File: config.mk
export PLATFORM = sky130hd
export DESIGN_NAME = seq_mult_param
export DESIGN_NICKNAME = d
export VERILOG_FILES = /design/src/rtl/seq_mult_param.sv
export SDC_FILE = /design/constraint.sdc
export NUM_CORES = 1
export LEC_CHECK = 0
export BUFFER_PORTS_ARGS = -buffer_cell sky130_fd_sc_hd__buf_2
export CAP_MARGIN = 40
export CORE_MARGIN = 2
export CORE_UTILIZATION = 25
export CTS_CLUSTER_SIZE = 14
export DETAILED_ROUTE_END_ITERATION = 16
export PLACE_DENSITY_LB_ADDON = 0.2
export SLEW_MARGIN = 40
export SYNTH_ARGS = -nofsm -noshare
export SYNTH_HDL_FRONTEND = slang
export SYNTH_SLANG_ARGS = --single-unit
File: constraint.sdc
create_clock -name CLK -period 7.45 [get_ports CLK]
set_input_delay 1.1175 -clock CLK [delete_from_list [all_inputs] [get_ports CLK]]
set_output_delay 1.1175 -clock CLK [all_outputs]
set_load 0.05 [all_outputs]
File: src/rtl/seq_mult_param.sv
// seq_mult_param: iterative signed/unsigned shift-add multiplier; SEQ_MULT_EARLY_EXIT_EN ends CALC once the remaining multiplier bits are zero
module seq_mult_param #(
  parameter int WIDTH = 8,
  parameter int CNT_W = $clog2(WIDTH+1)
) (
  input  logic               CLK,
  input  logic               reset_n,
  input  logic               start,
  input  logic               is_signed,
  input  logic [WIDTH-1:0]   in_a,
  input  logic [WIDTH-1:0]   in_b,
  output logic               busy,
  output logic [2*WIDTH-1:0] out,
  output logic               out_valid
);
  typedef enum logic [1:0] {IDLE, CALC, DONE} state_t;
  state_t state, state_nx;
  logic [WIDTH-1:0] mag_a, mag_b, mcand, mplier;
  logic [WIDTH:0] upper;
  logic [2*WIDTH:0] acc, acc_nx, acc_fin;
  logic [2*WIDTH-1:0] prod;
  logic [CNT_W-1:0] cnt;
  logic neg, accept, last, zero_skip;
  // operand magnitudes; the most negative value wraps to 2^(WIDTH-1) read as unsigned
  always_comb begin
    mag_a = (is_signed && in_a[WIDTH-1]) ? -in_a : in_a;
    mag_b = (is_signed && in_b[WIDTH-1]) ? -in_b : in_b;
    accept = start && state != CALC;
  end
  // one shift-add step, the exit test and the signed result it would produce
  always_comb begin
    upper = acc[2*WIDTH:WIDTH] + (mplier[0] ? {1'b0, mcand} : '0);
    acc_nx = {upper, acc[WIDTH-1:0]} >> 1;
`ifdef SEQ_MULT_EARLY_EXIT_EN
    last = mplier[WIDTH-1:1] == '0;
    acc_fin = acc_nx >> (cnt - 1'b1);
    zero_skip = mag_b == '0;
`else
    last = cnt == CNT_W'(1);
    acc_fin = acc_nx;
    zero_skip = 1'b0;
`endif
    prod = neg ? -acc_fin[2*WIDTH-1:0] : acc_fin[2*WIDTH-1:0];
  end
  // state register
  always_ff @(posedge CLK or negedge reset_n)
    if (!reset_n) state <= IDLE;
    else state <= state_nx;
  // next state: DONE falls back to IDLE unless a new start is accepted
  always_comb
    state_nx = accept ? (zero_skip ? DONE : CALC) : (state == CALC) ? (last ? DONE : CALC) : IDLE;
  // outputs decoded from state
  always_comb begin
    busy = state == CALC;
    out_valid = state == DONE;
  end
  // datapath: latch on accept, iterate in CALC, publish the product on the final step
  always_ff @(posedge CLK or negedge reset_n)
    if (!reset_n) begin
      mcand <= '0;
      mplier <= '0;
      acc <= '0;
      cnt <= '0;
      neg <= 1'b0;
      out <= '0;
    end else if (accept) begin
      mcand <= mag_a;
      mplier <= mag_b;
      acc <= '0;
      cnt <= CNT_W'(WIDTH);
      neg <= is_signed && (in_a[WIDTH-1] ^ in_b[WIDTH-1]);
      if (zero_skip) out <= '0;
    end else if (state == CALC) begin
      acc <= acc_nx;
      mplier <= mplier >> 1;
      cnt <= cnt - 1'b1;
      if (last) out <= prod;
    end
endmodule

==> run_results.csv <==
group,metric,value,unit
drt,final_antenna_net_count,0,
drt,vias,2352,
layout,antenna_cells,0,
yosys,synth_area_leaders,"dfrtp_1, o21ai_0, nand2_1",
drt,drt_wl_total,6.66,mm
sta,tns,0,ns
yosys,yosys_warnings,0,
worst_setup_path,crit_required,6.33,ns
global_route,grt_pass1_wl,11.3,mm
yosys,seq_area_frac_synth,44.0,%
global_route,grt_pass1_vias,2299,
placement,dp_hpwl,4.84,mm
layout,final_cell_mix,"nand2_1, dfrtp_1, o21ai_0",
cts,clock-root-buffer,"clkbuf_16",
yosys,async_flop_share,100,%
hold_path,hp-start,"out[4]",
floorplanning,rows,40,
layout,fin_util,29.7,%
sta,finalCritPeriodShare,40.4,%
sta,fin_worst_skew,0.00882,ns
pwr,power.density,427,mW/mm2
sta,period_needed,3.01,ns
worst_setup_path,worst-setup-path-type,"flop to output port",
hold_path,whs_path_depth,2,
pwr,power,1.52,mW
yosys,yosysUniqueCellTypes,41,
worst_setup_path,critPathMaxStageDelay,0.48,ns
pwr,power_frac_clock,17.7,%
placement,portBuffers,37,
drt,wire_per_inst,12.8,um
worst_setup_path,critical_path_arrival,1.89,ns
pwr,power_frac_comb,49.2,%
sta,finalSetupViolCount,0,
floorplanning,io_pins,38,
cts,clk_latency,0.30,ns
yosys,ys_ff_latch,54,
worst_setup_path,crit_start,"state[1]",
cts,cts_sinks,54,
layout,multi_input_area,0.00162,mm2
pwr,seq_power_share,33.1,%
cts,hold_buffers,0,
global_route,grt_usage,10.8,%
yosys,synth_fp_nets,375,
pwr,vdd.ir_drop.worst,0.111,mV
layout,seq_area,0.00135,mm2
sta,rsz0062_at_grt,"false",
floorplanning,initial_utilization,25.6,%
worst_setup_path,r2r_start,"mplier[0]",
yosys,syn-cell-area,0.00307,mm2
run,maxCapViolCount,0,
cts,post-cts-setup-buffers,0,
layout,fill_cells,1300,
global_route,antenna_found_initial,0,
layout,num-nets-final,406,
placement,place_congestion,0.747,
drt,drt-initial-drc-count,124,
pwr,p_int,831,uW
cts,cts_resized,0,
run_status,outcome,"complete, no violations",
worst_setup_path,crit_path_cell_trace,"nand2b_2 > inv_2 > buf_2",
sta,hold_viol,0,
worst_setup_path,worstSetupEndpointType,"output port",
placement,place_area,0.00340,mm2
yosys,synth_top_flop_cell,"dfrtp_1",
sta,slew_viol_final,0,
hold_path,holdCritPathClass,"flop to flop",
global_route,grt_overflow,0,
floorplanning,die_w,115,um
cts,cts_tree,"done",
drt,drc_errors,0,
pwr,p_leak,1.63,nW
pwr,switching_share,45.4,%
layout,drive_above_1_share,14.5,%
worst_setup_path,r2r_cells,9,
layout,area_growth,16.2,%
cts,clk_pin_slew,0.08,ns
yosys,yosysTopAreaCellShare,44.0,%
floorplanning,core,0.0120,mm2
cts,htree_levels,2,
cts,clk_path_buf_depth,2,
sta,max-slew-margin-rel,52.6,%
floorplanning,dieHeight,115,um
drt,vias_per_cell,4.52,
worst_setup_path,crit_fanout,32,
worst_setup_path,slowest_stage,"inv_2",
layout,postLayoutCellArea,0.00357,mm2
layout,layout_commonest_cell,"nand2_1",
yosys,synth_edf_count,0,
floorplanning,die_area,0.0132,mm2
global_route,grt_max_degree,55,
sta,tightest_slew,0.712,ns
worst_setup_path,cp-start-kind,"flop",
sta,timing.fmax,0.333,GHz
pwr,p_sw,692,uW
yosys,synth_area_per_cell,9.01,um2
drt,dr.pass1.iters,4,
yosys,synth_cells,341,
yosys,yosys.area.top_type,"dfrtp_1",
cts,cts_made_buffers,5,
power groups by stage:
stage / registers (mW) / clock network, mW / logic (mW)
2_1_floorplan: 0.605 / 0 / 0.481
3_3_place_gp: 0.510 / 0 / 0.746
3_5_place_dp: 0.511 / 0 / 0.757
4_1_cts: 0.506 / 0.277 / 0.760
5_1_grt: 0.525 / 0.290 / 0.848
6_report: 0.504 / 0.269 / 0.750
stage by stage:
step / worst slack, ns / std cells / hold slack, ns
floorplan: 4.94 / 341 / 0.445
global placement: 4.21 / 511 / 0.459
detailed placement: 4.18 / 512 / 0.463
CTS: 3.85 / 520 / 0.480
global route: 4.27 / 520 / 0.500
finish: 4.44 / 520 / 0.475
worst max-delay path: cells and delay by family (launching register included):
family / cells / cell delay (ns)
flops: 1 / 0.37
buf+inv: 2 / 0.84
simple gates: 1 / 0.38
layout make-up:
type,count,area share (%)
Multi-Input combinational cell,258,45.3
Sequential cell,54,37.9
Timing Repair Buffer,39,5.61
Tap cell,147,5.15
Clock buffer,6,3.61
Inverter,14,1.47
Clock inverter,2,1.05
cell usage after synthesis (2+ instances only):
| library cell | number |
|---|---|
| a21o_1 | 3 |
| a21oi_1 | 14 |
| and2_1 | 10 |
| buf_1 | 2 |
| clkbuf_1 | 13 |
| dfrtp_1 | 54 |
| ha_1 | 13 |
| inv_1 | 14 |
| mux2i_1 | 4 |
| nand2_1 | 55 |
| nand2b_1 | 2 |
| nand3_1 | 12 |
| nand3b_1 | 14 |
| nor2_1 | 19 |
| nor3_1 | 3 |
| nor3b_1 | 2 |
| o21ai_0 | 42 |
| o31ai_1 | 8 |
| or3_1 | 7 |
| xnor2_1 | 15 |
| xor2_1 | 15 |
state kept, by name, summed over array words and instances, names as in the netlist:
name    cells
neg         1
mcand       8
state       2
cnt         4
mplier      8
out        16
acc        15
final timing paths:
path	slack, ns	to
min	0.48	out[4]
max reg2reg	4.66	out[15]
max	4.44	busy
min in group asynchronous	0.96	mcand[1]
max in group asynchronous	6.03	acc[2]
min reg2reg	0.48	out[4]
kinds of logic (layout without fill, tap and decap cells):
group	count (synthesis)	in the layout	synth area share, %
AOI/OAI and AO/OA	76	76	14.6
DFF	54	54	44.0
adders and majority gates	14	14	5.94
and+or+nand+nor	133	133	21.7
muxes	5	5	1.67
xor gates and xnor gates	30	30	8.55
buffers and inverters	29	61	3.54
layer usage:
metal	global-route usage (%)	vias up	share of wire [%]
met5	0	-	0
met4	3.37	0	1.2
met3	2.32	8	4.6
met2	16.0	48	41
met1	15.6	1072	53
li1	-	1224	-
Note: power is estimated with default switching activity, not from simulation.
